## src/rtl/rename_freelist_ctrl.sv

```systemverilog
// Rename/recovery controller: owns the physical-tag free list and drives both map tables.
// Optional free-list consistency checking (fl_err) is built when RENAME_FREELIST_CHECK_EN is defined.
module rename_freelist_ctrl #(
  parameter int ARCHFILE_SIZE = 32,
  parameter int PHYSFILE_SIZE = 256,
  localparam int AW = $clog2(ARCHFILE_SIZE),
  localparam int TW = $clog2(PHYSFILE_SIZE)
) (
  input  logic          clk,
  input  logic          rst,
  input  logic          ren_valid,
  output logic          ren_ready,
  input  logic [AW-1:0] ren_rd,
  output logic [TW-1:0] ren_phys,
  input  logic          cmt_valid,
  output logic          cmt_ready,
  input  logic [AW-1:0] cmt_rd,
  input  logic [TW-1:0] cmt_newphys,
  input  logic [TW-1:0] cmt_oldphys,
  input  logic          flush_req,
  output logic          map_update,
  output logic [AW-1:0] map_wr,
  output logic [TW-1:0] map_wr_phys,
  output logic          map_rollback,
  output logic          cmt_update,
  output logic [AW-1:0] cmt_wr,
  output logic [TW-1:0] cmt_wr_phys,
  output logic [TW:0]   free_count,
  output logic          busy
`ifdef RENAME_FREELIST_CHECK_EN
  ,
  output logic          fl_err
`endif
);

  typedef enum logic [1:0] {RUN, RB_ISSUE, RB_WAIT} state_t;

  state_t                            state_reg;
  logic [PHYSFILE_SIZE-1:0][TW-1:0]  fifo_reg;
  logic [TW-1:0]                     spec_head_reg;
  logic [TW-1:0]                     commit_head_reg;
  logic [TW-1:0]                     tail_reg;
  logic [TW:0]                       free_count_reg;

  logic ren_fire, cmt_fire, pop, cmt_adv, push;

  // Outputs are forced low while rst is asserted, including the combinational handshakes.
  assign ren_ready = rst && (state_reg == RUN) && (free_count_reg != '0) && !flush_req;
  assign cmt_ready = rst && (state_reg != RB_ISSUE);

  assign ren_fire = ren_valid && ren_ready;
  assign pop      = ren_fire && (ren_rd != '0);
  assign cmt_fire = cmt_valid && cmt_ready;
  assign cmt_adv  = cmt_fire && (cmt_rd != '0);
  assign push     = cmt_adv && (cmt_oldphys != '0);

  assign ren_phys     = pop ? fifo_reg[spec_head_reg] : '0;
  assign map_update   = pop;
  assign map_wr       = pop ? ren_rd : '0;
  assign map_wr_phys  = ren_phys;

  assign cmt_update   = cmt_adv;
  assign cmt_wr       = cmt_adv ? cmt_rd : '0;
  assign cmt_wr_phys  = cmt_adv ? cmt_newphys : '0;

  assign map_rollback = rst && (state_reg == RB_ISSUE);
  assign busy         = rst && (state_reg != RUN);
  assign free_count   = rst ? free_count_reg : '0;

  // Slot i initially holds tag i+1; the last slot wraps to 0 and sits beyond the tail.
  always_ff @(posedge clk or negedge rst) begin
    if (!rst) begin
      for (int i = 0; i < PHYSFILE_SIZE; i++) begin
        fifo_reg[i] <= TW'(i + 1);
      end
    end else if (push) begin
      fifo_reg[tail_reg] <= cmt_oldphys;
    end
  end

  always_ff @(posedge clk or negedge rst) begin
    if (!rst) begin
      state_reg       <= RUN;
      spec_head_reg   <= '0;
      commit_head_reg <= '0;
      tail_reg        <= TW'(PHYSFILE_SIZE - 1);
      free_count_reg  <= (TW+1)'(PHYSFILE_SIZE - 1);
    end else begin
      if (state_reg == RB_ISSUE) begin
        spec_head_reg <= commit_head_reg;
      end else if (pop) begin
        spec_head_reg <= spec_head_reg + 1'b1;
      end
      if (cmt_adv) begin
        commit_head_reg <= commit_head_reg + 1'b1;
      end
      if (push) begin
        tail_reg <= tail_reg + 1'b1;
      end

      // Rollback returns every in-flight tag: free space becomes tail - commit_head.
      if (state_reg == RB_ISSUE) begin
        free_count_reg <= {1'b0, tail_reg - commit_head_reg};
      end else begin
        case ({push, pop})
          2'b10:   free_count_reg <= free_count_reg + 1'b1;
          2'b01:   free_count_reg <= free_count_reg - 1'b1;
          default: free_count_reg <= free_count_reg;
        endcase
      end

      case (state_reg)
        RUN:      if (flush_req) state_reg <= RB_ISSUE;
        RB_ISSUE: state_reg <= RB_WAIT;
        RB_WAIT:  state_reg <= RUN;
        default:  state_reg <= RUN;
      endcase
    end
  end

`ifdef RENAME_FREELIST_CHECK_EN
  logic [TW-1:0] occupancy;
  logic          err_now;

  assign occupancy = tail_reg - commit_head_reg;
  assign err_now   = (push && (occupancy == TW'(PHYSFILE_SIZE - 1)))
                  || (cmt_adv && (commit_head_reg == spec_head_reg))
                  || (cmt_fire && (cmt_rd == '0) && (cmt_newphys != '0));

  always_ff @(posedge clk or negedge rst) begin
    if (!rst) begin
      fl_err <= 1'b0;
    end else if (err_now) begin
      fl_err <= 1'b1;
    end
  end
`endif

endmodule

```

## config.mk

```make
export PLATFORM = sky130hd
export DESIGN_NAME = rename_freelist_ctrl
export DESIGN_NICKNAME = d
export VERILOG_FILES = /design/src/rtl/rename_freelist_ctrl.sv
export SDC_FILE = /design/constraint.sdc
export NUM_CORES = 2
export LEC_CHECK = 0
export CORE_ASPECT_RATIO = 0.9
export CORE_MARGIN = 2
export CORE_UTILIZATION = 60
export CTS_BUF_LIST = sky130_fd_sc_hd__clkbuf_8
export DETAILED_ROUTE_END_ITERATION = 7
export PLACE_DENSITY = 0.87
export SYNTH_ARGS = -nofsm -noshare
export SYNTH_HDL_FRONTEND = slang
export SYNTH_SLANG_ARGS = --single-unit
```

## constraint.sdc

```tcl
create_clock -name clk -period 5.4 [get_ports clk]
set_input_delay 1.62 -clock clk [delete_from_list [all_inputs] [get_ports clk]]
set_output_delay 1.62 -clock clk [all_outputs]
set_load 0.05 [all_outputs]
```

* Word level (Yosys, flattened, before mapping) *
Index checks and enable logic that the tools add are counted.

word-level totals
  register bits = 2083
  word-level logic and storage cells = 312
  input port bits = 31
  output and inout port bits = 49

operators by class
  reduce and logical (&&, ||, !) cells = 21
  $lt $le $gt $ge = 3
  eq/ne operators = 5
  multiplexer cells = 16
  add/sub/neg operators = 6

operators with widths
  operator                                                            number
  bitwise mux 2048 bit                                                1
  binary-select mux 8 bit (select 8 bit)                              1
  demux 8 bit (select 8 bit)                                          1
  two-way mux 8 bit                                                   6
  adder 8 x 1 -> 8 bit (second input constant)                        3
  < comparator 8 x 9 -> 1 bit (second input constant)                 2
  two-way mux 9 bit                                                   2
  case mux 9 bit (2 select lines)                                     1
  logical AND 1 bit                                                   12
  two-way mux 5 bit                                                   2
  nonzero test 5 bit                                                  2
  adder 9 x 1 -> 9 bit (second input constant)                        1
  nonzero test 9 bit                                                  1
  subtractor 9 x 1 -> 9 bit (second input constant)                   1
  greater-or-equal comparator 8 x 1 -> 1 bit (second input constant)  1
  nonzero test 8 bit                                                  1
  subtractor 8 bit                                                    1
  equality test 2 x 1 -> 1 bit (second input constant)                2
  case mux 2 bit (2 select lines)                                     1
  nonzero test 2 bit                                                  2
  nonzero test 3 bit                                                  1
  equality test 2 bit (second input constant)                         1
  logical NOT 2 bit                                                   1
  two-way mux 2 bit                                                   1
  3 further kinds                                                     3

* Depth between registers and ports, before layout *
  depth after elaboration = 9
  mapped depth = 14
  depth with buffers taken out = 12

* Worst setup path after synthesis *
Ideal clock, no wire load.

  path type = input port to output port
  start = input port flush_req
  end = output port ren_phys[2]
  arrival time = 4.861 ns
  path buffers = 2
  data required time = 3.780 ns
  slack = -1.081 ns
  stages = 8
  cells stage by stage = or4b_1 a311oi_2 o21a_2 buf_6 nand2_2 o21bai_1 o32ai_1 buf_4

between the ends
  longest elaborated chain between the ends = 5

ends and longest elaborated chain
  item               RTL line  RTL
  from (decl)        20        input logic flush_req,
  logical NOT 1 bit  48        assign ren_ready = rst && (state_reg == RUN) && (free_count_reg != '0) && !flush_req;
  logical AND 1 bit  48
  logical AND 1 bit  51        assign ren_fire = ren_valid && ren_ready;
  logical AND 1 bit  52        assign pop = ren_fire && (ren_rd != '0);
  net map_update     21        output logic map_update,
  two-way mux 8 bit  57        assign ren_phys = pop ? fifo_reg[spec_head_reg] : '0;
  to (decl)          14        output logic [TW-1:0] ren_phys,

The timed path passes the listed nets, and every way through them passes these cells.

* Final worst setup path *
  start = register spec_head_reg[0]
  end = output port map_wr_phys[3]

between the ends
  longest elaborated chain between the ends = 3

ends and longest elaborated chain
  item                                     RTL line  RTL
  from (decl)                              40        logic [TW-1:0] spec_head_reg;
  from (signal assigned)                   90        spec_head_reg <= commit_head_reg;
  from (signal assigned)                   92        spec_head_reg <= spec_head_reg + 1'b1;
  binary-select mux 8 bit (select 8 bit)   57
  two-way mux 8 bit (not written as such)  57
  two-way mux 8 bit                        57
  to (decl)                                23        output logic [TW-1:0] map_wr_phys,

No other way between the ends. The select of a mux whose other input is x is not followed.

==> out/qor.yml <==
yosys:
  synth_area_sq_um: 98200
  seq_area_frac_synth: 0.544
  ys_types: 75
  async_flop_share: 1.00
  synth_flop_cell: "dfrtp_1"
  ys_warn_count: 0
  synth-edff-count: 0
  synth.avg_cell_area_sq_um: 15.8
  syn-num-nets: 6279
  ys_seq_elements: 2083
  syn_inst: 6226
power:
  power.density_nw_per_um2: 374
  ir_drop_v: 0.000295
  power_leakage_nw: 49.1
  power_mw: 41.9
run:
  maxCapViolCount: 0
detailed_routing:
  postRouteAntennaNets: 0
  drc: 0
  wire_per_inst_microns: 30.3
  dr.pass1.iters: 8
  wirelength_microns: 272000
  viasPerCell: 6.69
  vias: 60084
  drt_iter0_drc: 6309
cts:
  clk_latency_ns: 1.06
  cts_htree_levels: 5
  clock_path_buffers: 4
  clock-sinks: 2083
  cts-root-buf: "clkbuf_8"
  path_clk_slew_ns: 0.08
  cts_buffers: 335
  cts_tree: "done"
cells_and_area:
  areaGrowthSynthToFinish_pct: 14.0
  utilization: 0.691
  fillerInstances: 9675
  final_nets: 6640
  drive_gt1_frac: 0.677
  layout_commonest_cell: "mux2_2"
  layout_common_cells: "1810 x mux2_2, 1040 x dfstp_2, 1036 x dfrtp_1, 462 x mux4_2, 442 x clkbuf_8"
  largest_reg_flops: 2048
  fin_cells: 8981
  stdcell_area_sq_um: 112000
critical_path:
  critPathSlowestCell: "o41ai_4"
  crit_arrival_ns: 4.33
  r2r-start: "tail_reg[4]"
  path_max_fanout: 8
  cp-startpoint: "spec_head_reg[0]"
  slowest_delay_ns: 0.63
  end_kind: "output port"
  path_cells: "buf_12 -> buf_16 -> buf_16 -> mux4_2 -> a22o_1 -> a221oi_4 -> o22ai_2 -> o41ai_4 -> o31ai_4 -> buf_12"
  cp.required_ns: 3.78
  critPathLaunchType: "flip-flop"
  crit_type: "reg -> out"
hold_path:
  hp-class: "reg -> reg"
  min-delay-start: "fifo_reg[1234]"
global_route:
  grt_pass1_wl_microns: 410000
  grt_max_degree: 203
  antenna_found_initial: 6
  grt.total_usage: 0.326
  grt_pass1_vias: 63859
  grt_overflow_total: 0
sta:
  slew_violations: 0
  fmax_mhz: 168
  post-route-period-util: 1.10
  setup_violations: 16
  slew_headroom: 0.0876
  rsz0062_at_grt: "yes"
  skew_ns: 0.0672
  worst_pin_slew_ns: 1.37
  min_period_ns: 5.95
  finalHoldViolations: 0
  whs_ns: 0.478
  finalWorstSetupSlack_ns: -0.545
die:
  rows: 140
  top_level_ports: 80
  fp.dieH_microns: 388
  coreArea_sq_um: 162000
  initial_core_util: 0.606
  die_x_microns: 430
  dieArea_sq_um: 167000
status:
  violations: "negative setup slack"
  status: "complete, but fails checks"
placement:
  placed_cells: 8275
  gp_congestion: 0.914
  dp_hpwl_microns: 162000
  placed_area_sq_um: 103000
  port-buffer-count: 79
critical path, delay by kind of cell (launching register included):
family	cells	cell delay, ns
compound gates	5	1.54
buf+inv	4	0.73
mux	1	0.49
flops	1	0.47
metal layers:
| metal | part of all wire | track usage | vias to the layer above |
|---|---|---|---|
| met2 | 0.46 | 0.490 | 2936 |
| met4 | 0.064 | 0.187 | 2 |
| met5 | 0.000048 | 0 | - |
| met3 | 0.097 | 0.0894 | 916 |
| met1 | 0.38 | 0.428 | 32101 |
| li1 | - | - | 24129 |
where the power goes:
part | total [mW] | switching [mW] | internal, mW
registers | 17.0 | 0.551 | 16.4
clock network | 13.6 | 6.33 | 7.28
logic | 11.3 | 6.45 | 4.87
total | 41.9 | 13.3 | 28.6
path summary, 6_finish.rpt:
kind / cells past startpoint / end / slack, ns
setup / recovery: 10 / map_wr_phys[3] / -0.55
setup reg to reg: 4 / fifo_reg[1768] / 1.37
hold reg to reg: 1 / fifo_reg[1234] / 0.48
max in group asynchronous: 5 / fifo_reg[123] / 1.78
hold / removal: 1 / fifo_reg[1234] / 0.48
min in group asynchronous: 3 / fifo_reg[757] / 0.89
cell usage after synthesis (26+ instances only):
master    instances  area [sq um]
buf_4            34           255
mux2i_1          96           961
nor2_1           46           173
nand2_1          94           353
dfrtp_1        1043         26100
nor2_2           74           463
mux4_2          457         10300
a22oi_1         112           841
dfstp_2        1040         27300
a221oi_1         50           438
nand2_2          27           169
nand3_1          26           130
xnor2_1          26           228
buf_2            69           345
and2_1           29           181
buf_6            44           495
nor2_4          118          1330
clkbuf_1        287          1080
nor3_1           34           170
o21ai_0          37           185
a21oi_1          73           365
mux2_2         1811         20400
mux2_1          250          2820
buf_1            29           109
a22o_1           48           420
cell families after synthesis:
group,after synthesis,synth area share
compound gates,414,0.0301
xor+xnor,34,0.00303
fa+ha+maj,22,0.00296
buf+inv,492,0.0261
flops,2083,0.544
mux,2634,0.356
simple gates,547,0.0377
final cells by class:
type	instances	area [sq um]	area share
antenna	5	12.5	0.000112
clock buffer	434	5970	0.0533
clock inverter	162	726	0.00648
inverter	16	60.1	0.000536
multi-input combinational	3655	43200	0.385
sequential	2083	53400	0.477
tap	2130	2670	0.0238
timing repair buffer	496	5980	0.0534
stage by stage:
step	setup TNS (ns)	worst slack, ns
after detailed placement	-5.93	-0.420
after global routing	-7.58	-0.513
after CTS	-7.65	-0.525
after floorplan	-0.0380	-0.0380
final	-7.25	-0.545
after global placement	-5.50	-0.397
what timing repair did:
item | 4_1_cts | 5_1_grt
setup endpoints to repair | 16 | 16
hold buffers | 0 | 0
resized for setup | 135 | 95
pin swaps | 28 | 30
buffers inserted | 64 | 31
cloned | 12 | 5
No activity file was read; power rests on OpenSTA's default activity.
